--- src/rtl/shift_pkg.sv ---
// Mode codes, sideband struct and mode helpers shared by the shift_pipe stages.
// The sideband carry field exists only when SHIFT_PIPE_CARRY_EN is defined.
package shift_pkg;

    localparam logic [2:0] MODE_SLL = 3'b000;
    localparam logic [2:0] MODE_SRL = 3'b001;
    localparam logic [2:0] MODE_SRA = 3'b010;
    localparam logic [2:0] MODE_ROR = 3'b011;
    localparam logic [2:0] MODE_ROL = 3'b100;

    // Wide enough for WIDTH up to 256; each stage only looks at its own bit.
    localparam int SB_SHAMT_W = 8;

    typedef struct packed {
        logic [2:0]            mode;
        logic [SB_SHAMT_W-1:0] shamt;
        logic                  sign;
`ifdef SHIFT_PIPE_CARRY_EN
        logic                  carry;
`endif
    } sideband_t;

    function automatic logic is_left(input logic [2:0] mode);
        return (mode == MODE_SLL) || (mode == MODE_ROL);
    endfunction

    function automatic logic is_rot(input logic [2:0] mode);
        return (mode == MODE_ROR) || (mode == MODE_ROL);
    endfunction

    function automatic logic is_pass(input logic [2:0] mode);
        return mode > MODE_ROL;
    endfunction

endpackage

--- src/rtl/shift_stage.sv ---
// One registered conditional right shift/rotate by DIST, one cycle, with its valid bit.
// Loads whenever empty or downstream accepts; holds data and sideband while stalled.
module shift_stage
    import shift_pkg::*;
#(
    parameter int WIDTH = 32,
    parameter int DIST  = 1
) (
    input  logic             clk,
    input  logic             rst_n,
    input  logic             in_valid,
    output logic             in_ready,
    input  logic [WIDTH-1:0] in_data,
    input  sideband_t        in_sb,
    output logic             out_valid,
    input  logic             out_ready,
    output logic [WIDTH-1:0] out_data,
    output sideband_t        out_sb
);

    localparam int SEL = $clog2(DIST);

    logic [WIDTH-1:0] shifted;
    logic             fill;

    assign in_ready = !out_valid || out_ready;

    always_comb begin
        fill    = (in_sb.mode == MODE_SRA) && in_sb.sign;
        shifted = in_data;
        if (in_sb.shamt[SEL]) begin
            if (is_rot(in_sb.mode)) begin
                shifted = {in_data[DIST-1:0], in_data[WIDTH-1:DIST]};
            end else begin
                shifted = {{DIST{fill}}, in_data[WIDTH-1:DIST]};
            end
        end
    end

    always_ff @(posedge clk or negedge rst_n) begin
        if (!rst_n) begin
            out_valid <= 1'b0;
            out_data  <= '0;
            out_sb    <= '0;
        end else if (in_ready) begin
            out_valid <= in_valid;
            if (in_valid) begin
                out_data <= shifted;
                out_sb   <= in_sb;
            end
        end
    end

endmodule

--- src/rtl/shift_pipe.sv ---
// Pipelined barrel shifter (SLL/SRL/SRA/ROR/ROL), SHW register stages, bubble-collapsing
// valid/ready chain so in_ready follows out_ready combinationally. SHIFT_PIPE_CARRY_EN adds out_carry.
module shift_pipe
    import shift_pkg::*;
#(
    parameter int WIDTH = 32,
    parameter int SHW   = $clog2(WIDTH)
) (
    input  logic             clk,
    input  logic             rst_n,
    input  logic             in_valid,
    output logic             in_ready,
    input  logic [WIDTH-1:0] in_data,
    input  logic [SHW-1:0]   in_shamt,
    input  logic [2:0]       in_mode,
    output logic             out_valid,
    input  logic             out_ready,
    output logic [WIDTH-1:0] out_data
`ifdef SHIFT_PIPE_CARRY_EN
    ,
    output logic             out_carry
`endif
);

    function automatic logic [WIDTH-1:0] bitrev(input logic [WIDTH-1:0] x);
        logic [WIDTH-1:0] r;
        for (int i = 0; i < WIDTH; i++) begin
            r[i] = x[WIDTH-1-i];
        end
        return r;
    endfunction

    // Index 0 is the pipe input, index k+1 is the register of stage k.
    logic [WIDTH-1:0] d   [SHW+1];
    sideband_t        sb  [SHW+1];
    logic             v   [SHW+1];
    logic             rdy [SHW+1];
    sideband_t        sb_entry;

`ifdef SHIFT_PIPE_CARRY_EN
    logic [SHW-1:0] shamt_dec;
    logic [SHW-1:0] shamt_neg;
`endif

    always_comb begin
        sb_entry       = '0;
        sb_entry.mode  = in_mode;
        // Pass-through modes ride the pipe unshifted.
        sb_entry.shamt = is_pass(in_mode) ? '0 : SB_SHAMT_W'(in_shamt);
        sb_entry.sign  = in_data[WIDTH-1];
`ifdef SHIFT_PIPE_CARRY_EN
        shamt_dec = in_shamt - SHW'(1);
        shamt_neg = SHW'(0) - in_shamt;
        if (in_shamt != '0) begin
            case (in_mode)
                MODE_SLL, MODE_ROL:           sb_entry.carry = in_data[shamt_neg];
                MODE_SRL, MODE_SRA, MODE_ROR: sb_entry.carry = in_data[shamt_dec];
                default:                      sb_entry.carry = 1'b0;
            endcase
        end
`endif
    end

    // Left operations reuse the right-shift stages between two bit reversals.
    assign d[0]     = is_left(in_mode) ? bitrev(in_data) : in_data;
    assign sb[0]    = sb_entry;
    assign v[0]     = in_valid;
    assign rdy[SHW] = out_ready;
    assign in_ready = rdy[0];

    for (genvar k = 0; k < SHW; k++) begin : g_stage
        shift_stage #(
            .WIDTH (WIDTH),
            .DIST  (1 << k)
        ) u_stage (
            .clk       (clk),
            .rst_n     (rst_n),
            .in_valid  (v[k]),
            .in_ready  (rdy[k]),
            .in_data   (d[k]),
            .in_sb     (sb[k]),
            .out_valid (v[k+1]),
            .out_ready (rdy[k+1]),
            .out_data  (d[k+1]),
            .out_sb    (sb[k+1])
        );
    end

    assign out_valid = v[SHW];
    assign out_data  = is_left(sb[SHW].mode) ? bitrev(d[SHW]) : d[SHW];

`ifdef SHIFT_PIPE_CARRY_EN
    assign out_carry = sb[SHW].carry;
`endif

    logic unused_sb;
    assign unused_sb = ^{sb[SHW].shamt, sb[SHW].sign};

endmodule

--- config.mk ---
export PLATFORM = sky130hd
export DESIGN_NAME = shift_pipe
export DESIGN_NICKNAME = d
export VERILOG_FILES = /design/src/rtl/shift_pkg.sv /design/src/rtl/shift_stage.sv /design/src/rtl/shift_pipe.sv
export SDC_FILE = /design/constraint.sdc
export NUM_CORES = 1
export LEC_CHECK = 0
export CORE_ASPECT_RATIO = 0.7
export CORE_MARGIN = 2
export CORE_UTILIZATION = 55
export DETAILED_ROUTE_END_ITERATION = 12
export MAX_ROUTING_LAYER = met4
export PLACE_DENSITY = 0.83
export SLEW_MARGIN = 20
export SYNTH_ARGS = -nofsm -noshare
export SYNTH_HDL_FRONTEND = slang
export SYNTH_SLANG_ARGS = --single-unit
--- constraint.sdc ---
create_clock -name clk -period 4.2 [get_ports clk]
set_input_delay 1.05 -clock clk [delete_from_list [all_inputs] [get_ports clk]]
set_output_delay 1.05 -clock clk [all_outputs]
set_load 0.02 [all_outputs]
==> impl_summary.txt, run 1 <==
----------------------------------------------------
[Synth]
  Xor and xnor area share after synthesis ... 0
  Synth Register Bits ... 193
  Area share of the largest cell type after synthesis ... 0.4951
  Cell types occupying the most area after synthesis ... dfrtp_1, mux2i_1, mux2_2, nand2_1, o21ai_0
  Netlist area before placement ... 9756 sq um
  Synth Area in Simple Gates ... 0.1000
  Synth Area in Adders ... 0
  Main combinational cell family by area after synthesis ... multiplexers
  Syn Area/Cell ... 10.42 sq um
  Cell count after synthesis ... 936
  Leading area contributor after synthesis ... dfrtp_1
  Proportion of synthesized area in mux cells ... 0.2269
  Syn. warnings ... 0
  Unique masters post-synth ... 40
  Share of the yosys chip area belonging to registers ... 0.4951
  Compound-gate portion of the synthesized area ... 0.1359
  Post-synth net total ... 980

[GRT]
  Vias in the first global route ... 6952
  Largest net degree at the start of global routing ... 81
  Antenna violations before repair ... 0
  Wire length of the first global-routing pass ... 35.89 mm
  Overflow left after global routing ... 0
  All-Layer GR Usage ... 0.2503

[Finish]
  Most frequent cells in the layout ... nand2_1, dfrtp_1, o21ai_0, mux2i_1
  Post-route core utilization ... 0.6538
  Fraction of layout instances using a drive strength above 1 ... 0.1624
  Commonest non-fill, non-tap cell in the layout ... nand2_1
  Area Growth Syn to Fin ... 15.71%
  Antenna Diode Count ... 0
  Final design instance area without fill ... 11290 sq um
  Final nets ... 1041

[Clock tree]
  Inserted Clock Buffers ... 17
  Resize count post-CTS ... 0
  Clock tree root driver cell ... clkbuf_16
  Register clock-pin slew on the reported worst setup and hold paths ... 0.07 ns
  TritonCTS clock tree ... built
  H-tree depth ... 4
  Deepest clock path buffer count ... 2
  Number of buffers added to fix hold violations after cts ... 0
  Count of buffers added by post-CTS timing repair for setup ... 0
  Skew-Pair Late Insertion Delay ... 0.44 ns
  Clk sinks ... 193

[STA]
  Fin crit period ... 3.577 ns
  Relative slew slack ... 0.3907
  Final setup viols ... 0
  Hold Vio Cnt, Final ... 0
  Achievable clock frequency ... 279.6 MHz
  Worst-margin pin slew ... 0.9108 ns
  Worst clock skew on the final layout ... 0.01121 ns
  Post-Route Setup TNS ... 0 ns
  Period utilization ... 0.8516
  Number of pins exceeding their max-slew limit in the final report ... 0
  Setup repair after global routing missed its margin ... no

[Floorplan]
  Area of the die ... 18840 sq um
  FP Rows ... 40
  DIE HEIGHT ... 115.4 um
  Core area ... 17270 sq um
  I/O pin count ... 78
  Chip width ... 163.2 um
  Initial Utilization ... 0.5650

[Route]
  Total DRC errors in the routed layout ... 0
  Total iterations of the first detailed-routing run ... 6
  Wirelength per Cell ... 17.59 um
  Starting DRT DRC Count ... 534
  Vias per std cell ... 5.836
  Total via count in the routed design ... 7242
  Antenna-violating nets left ... 0
  Aggregate routed wire length ... 21.83 mm

[Placement]
  Routability cong. ... 0.8834
  HPWL Detailed ... 14.98 mm
  Cell area after placement ... 10660 sq um
  Port Buf Inserts ... 77

[Hold path]
  Class of the tightest hold or removal check ... register to register

[Job]
  Maximum Capacitance Violations ... 0

[Power]
  Standby leakage power ... 4.816 nW
  Gate power share ... 0.361
  Power share of the sequential group ... 0.409
  Power density over the cells ... 671.8 nW/um^2
  Sw power ... 2.812 mW
  Peak supply drop ... 0.0004433 V
  Internal power consumption ... 4.771 mW
  Portion of total power attributed to the clock network ... 0.230
  Switching power as a share of total power ... 0.3708

[Setup path]
  Endpoint type of the worst setup path ... output pin
  Worst reg2reg setup slack ... 2.17 ns
  Data arrival at the endpoint of the critical path ... 2.53 ns
  Critical path peak fanout ... 3
  Critical path type ... primary input to output pin
  CP Launch Type ... primary input
  WP data required ... 3.15 ns

[Status]
  Result of the run ... complete, no violations

----------------------------------------------------
layout make-up:
class                   instances  area (sq um)
repair buffers                105         994.7
flip-flops and latches        193          4830
well taps                     231         289.0
multi-input cells             677          4537
fillers                      1337          5978
clock buffers                  20         446.7
inverters                       3         11.26
clock inverters                12         180.2
worst max-delay path, stage by stage:
cell	delay, ns
clkdlybuf4s50_1	0.42
nand2b_1	0.16
or3_1	0.34
clkdlybuf4s50_1	0.55
routing by layer:
metal,part of all wire,vias up,global-route usage
met1,0.46,3590,0.3511
met4,0.015,0,0.06195
met3,0.053,33,0.04366
met2,0.47,190,0.3831
li1,-,3429,-
met5,0,-,-
cells in the mapped netlist, drive strengths merged:
master and n:
nand2b 5, o31ai 6, inv 3, or4bb 1, a21oi 30, nand4b 3
o21ai 188, or3 1, a21boi 1, nor2b 1, dfrtp 193, nand2 199
and4b 1, o22ai 4, clkbuf 19, and2b 1, a22oi 1, o211ai 1
nor2 8, a21o 1, nand3b 8, a211oi 4, nand3 2, mux2 81
buf 44, mux2i 130
path summary, 6_finish.rpt:
check,startpoint,to,depth (start not counted)
hold / removal,g_stage[2].u_stage.out_sb[5],g_stage[3].u_stage.out_sb[5],2
hold reg to reg,g_stage[2].u_stage.out_sb[5],g_stage[3].u_stage.out_sb[5],2
min in group asynchronous,rst_n,g_stage[4].u_stage.out_data[12],1
max in group asynchronous,rst_n,g_stage[0].u_stage.out_data[20],2
setup / recovery,out_ready,in_ready,4
setup reg to reg,g_stage[2].u_stage.out_valid,g_stage[0].u_stage.out_data[25],5
logic make-up (layout without fill, tap and decap cells):
group                  count (synthesis)  count (layout)
AND/OR/NAND/NOR                      230             230
AO/OA/AOI/OAI                        236             236
buffers and inverters                 66             140
flip-flops                           193             193
multiplexers                         211             211
sequential cells by signal, indices dropped and copies added, names as in the netlist:
register / count
g_stage.u_stage.out_sb: 28
g_stage.u_stage.out_valid: 5
g_stage.u_stage.out_data: 160
power groups by stage:
stage	clock network, mW	registers (mW)	logic [mW]
2_1_floorplan	0	2.86	1.91
3_3_place_gp	0	3.07	2.60
3_5_place_dp	0	3.10	2.71
4_1_cts	1.76	3.08	2.74
5_1_grt	1.84	3.18	2.99
6_report	1.75	3.10	2.73
metrics by stage:
step | std cells | total power [mW] | setup WS, ns | hold slack (ns)
final | 1241 | 7.583 | 0.6234 | 0.4845
after global routing | 1241 | 8.014 | 0.5511 | 0.5285
after CTS | 1241 | 7.580 | 0.6029 | 0.4833
after detailed placement | 1209 | 5.810 | 0.6174 | 0.4674
after global placement | 1209 | 5.675 | 0.6404 | 0.4483
after floorplan | 936 | 4.772 | 1.391 | 0.4331
Power figures use the tool's default switching activity.
==> inputs of run 2 (changes only) <==
Settings changed: CAP_MARGIN from default to 10, CORE_UTILIZATION 55 to 32, PLACE_DENSITY 0.83 to 0.56.
==> impl_summary.txt, run 2 (same netlist as run 1, synthesis figures left out) <==
----------------------------------------------------
[Status]
  Result of the run ... complete, no violations

[STA]
  Relative slew slack ... 0.3272
  Hold Vio Cnt, Final ... 0
  Fin crit period ... 3.612 ns
  Final setup viols ... 0
  Achievable clock frequency ... 276.8 MHz
  Number of pins exceeding their max-slew limit in the final report ... 0
  Final worst-path setup slack ... 0.5877 ns
  Post-Route Setup TNS ... 0 ns
  Worst clock skew on the final layout ... 0.01265 ns
  Period utilization ... 0.8601
  Worst-margin pin slew ... 1.009 ns
  Setup repair after global routing missed its margin ... no

[Route]
  Vias per std cell ... 4.798
  Starting DRT DRC Count ... 380
  Antenna-violating nets left ... 0
  Total iterations of the first detailed-routing run ... 4
  Total via count in the routed design ... 6823
  Total DRC errors in the routed layout ... 0
  Wirelength per Cell ... 15.46 um
  Aggregate routed wire length ... 21.98 mm

[Setup path]
  Endpoint type of the worst setup path ... output pin
  Critical path peak fanout ... 3
  Critical Path Source ... out_ready
  Data arrival at the endpoint of the critical path ... 2.56 ns
  WP data required ... 3.15 ns
  Critical path type ... primary input to output pin
  CP Launch Type ... primary input
  Startpoint of the lowest-slack register-to-register path ... g_stage[2].u_stage.out_sb[4]

[Placement]
  Port Buf Inserts ... 77
  HPWL Detailed ... 16.31 mm
  Worst slack after detailed placement ... 0.5751 ns
  Routability cong. ... 0.7848
  Cell area after placement ... 10890 sq um

[Clock tree]
  TritonCTS clock tree ... built
  Clk sinks ... 193
  Clock tree root driver cell ... clkbuf_16
  Skew-Pair Late Insertion Delay ... 0.44 ns
  Inserted Clock Buffers ... 17
  Resize count post-CTS ... 0
  Register clock-pin slew on the reported worst setup and hold paths ... 0.07 ns
  Number of buffers added to fix hold violations after cts ... 0
  Count of buffers added by post-CTS timing repair for setup ... 0
  H-tree depth ... 4
  Deepest clock path buffer count ... 2

[Power]
  Power density over the cells ... 645.9 nW/um^2
  Power share of the sequential group ... 0.423
  Switching power as a share of total power ... 0.3772
  Gate power share ... 0.360
  Sw power ... 2.795 mW
  Standby leakage power ... 4.790 nW
  Peak supply drop ... 0.0002587 V
  Portion of total power attributed to the clock network ... 0.217
  Post-layout power ... 7.410 mW
  Internal power consumption ... 4.615 mW

[Floorplan]
  DIE HEIGHT ... 150.1 um
  I/O pin count ... 78
  Core area ... 30040 sq um
  Initial Utilization ... 0.3248
  FP Rows ... 53
  Area of the die ... 31920 sq um
  Chip width ... 212.7 um

[Finish]
  Final design instance area without fill ... 11470 sq um
  Most frequent cells in the layout ... nand2_1, dfrtp_1, o21ai_0, mux2i_1
  Fraction of layout instances using a drive strength above 1 ... 0.1644
  Number of fillers in the final layout ... 2981
  Antenna Diode Count ... 0
  Regs by FF count ... g_stage.u_stage.out_data: 160 flops, g_stage.u_stage.out_sb: 28 flops, g_stage.u_stage.out_valid: 5 flops
  Area Growth Syn to Fin ... 17.60%
  Register with the most flip-flops ... g_stage.u_stage.out_data
  Final nets ... 1041
  Number of flip-flops in the largest register ... 160
  Commonest non-fill, non-tap cell in the layout ... nand2_1

[GRT]
  Largest net degree at the start of global routing ... 94
  All-Layer GR Usage ... 0.1480
  Overflow left after global routing ... 0
  Vias in the first global route ... 6556
  Antenna violations before repair ... 0
  Wire length of the first global-routing pass ... 35.77 mm

[Job]
  Maximum Capacitance Violations ... 0

[Hold path]
  Startpoint of the worst hold path ... g_stage[2].u_stage.out_sb[5]
  Class of the tightest hold or removal check ... register to register

----------------------------------------------------
run 2: cell count changes in the layout (fill, tap and decap cells not counted):
cell,delta
clkbuf_1,-2
clkbuf_8,+2
clkinv_4,+2
clkinvlp_4,+2
bufinv_16,-3
inv_8,+1
buf_6,-1
clkinv_2,-1
run 2: through the flow:
step / hold slack (ns) / std cells / utilization
6_report: 0.4694 / 1422 / 0.3819
5_1_grt: 0.5072 / 1422 / 0.3819
4_1_cts: 0.4798 / 1422 / 0.3819
3_5_place_dp: 0.4643 / 1390 / 0.3625
3_3_place_gp: 0.4617 / 1390 / 0.3622
2_1_floorplan: 0.4331 / 936 / -
run 2: final timing paths:
path	to	slack, ns	cells past startpoint
max	in_ready	0.59	4
min	g_stage[3].u_stage.out_sb[5]	0.47	2
max reg2reg	g_stage[3].u_stage.out_data[16]	2.22	3
min in group asynchronous	g_stage[4].u_stage.out_data[30]	0.67	1
min reg2reg	g_stage[3].u_stage.out_sb[5]	0.47	2
max in group asynchronous	g_stage[1].u_stage.out_data[14]	2.67	2
run 2: cell type report:
type                       instances  area (sq um)  area share
inverter                           3         11.26   0.0009816
tap                              412         515.5     0.04493
sequential                       193          4830      0.4210
timing repair buffer             105         997.2     0.08692
clock buffer                      19         452.9     0.03948
multi-input combinational        677          4537      0.3955
clock inverter                    13         128.9     0.01123
run 2: power by group through the flow:
stage | Clock, mW | Sequential [mW] | Combinational, mW
2_1_floorplan | 0 | 2.86 | 1.91
6_report | 1.61 | 3.13 | 2.67
5_1_grt | 1.72 | 3.24 | 2.93
3_3_place_gp | 0 | 3.15 | 2.65
4_1_cts | 1.65 | 3.13 | 2.71
3_5_place_dp | 0 | 3.17 | 2.70
run 2: worst max-delay path, cell delays in order:
cell and delay (ns):
clkdlybuf4s50_1 0.43, nand2b_1 0.17, or3_1 0.34, clkdlybuf4s50_1 0.57
run 2: layer usage:
metal / routed length [um] / GRT usage / vias to the layer above / part of all wire
li1: - / - / 3412 / -
met1: 11280 / 0.2127 / 3328 / 0.51
met2: 10010 / 0.2160 / 66 / 0.46
met3: 499 / 0.02497 / 17 / 0.023
met4: 199 / 0.03741 / 0 / 0.0091
met5: 0 / - / - / 0
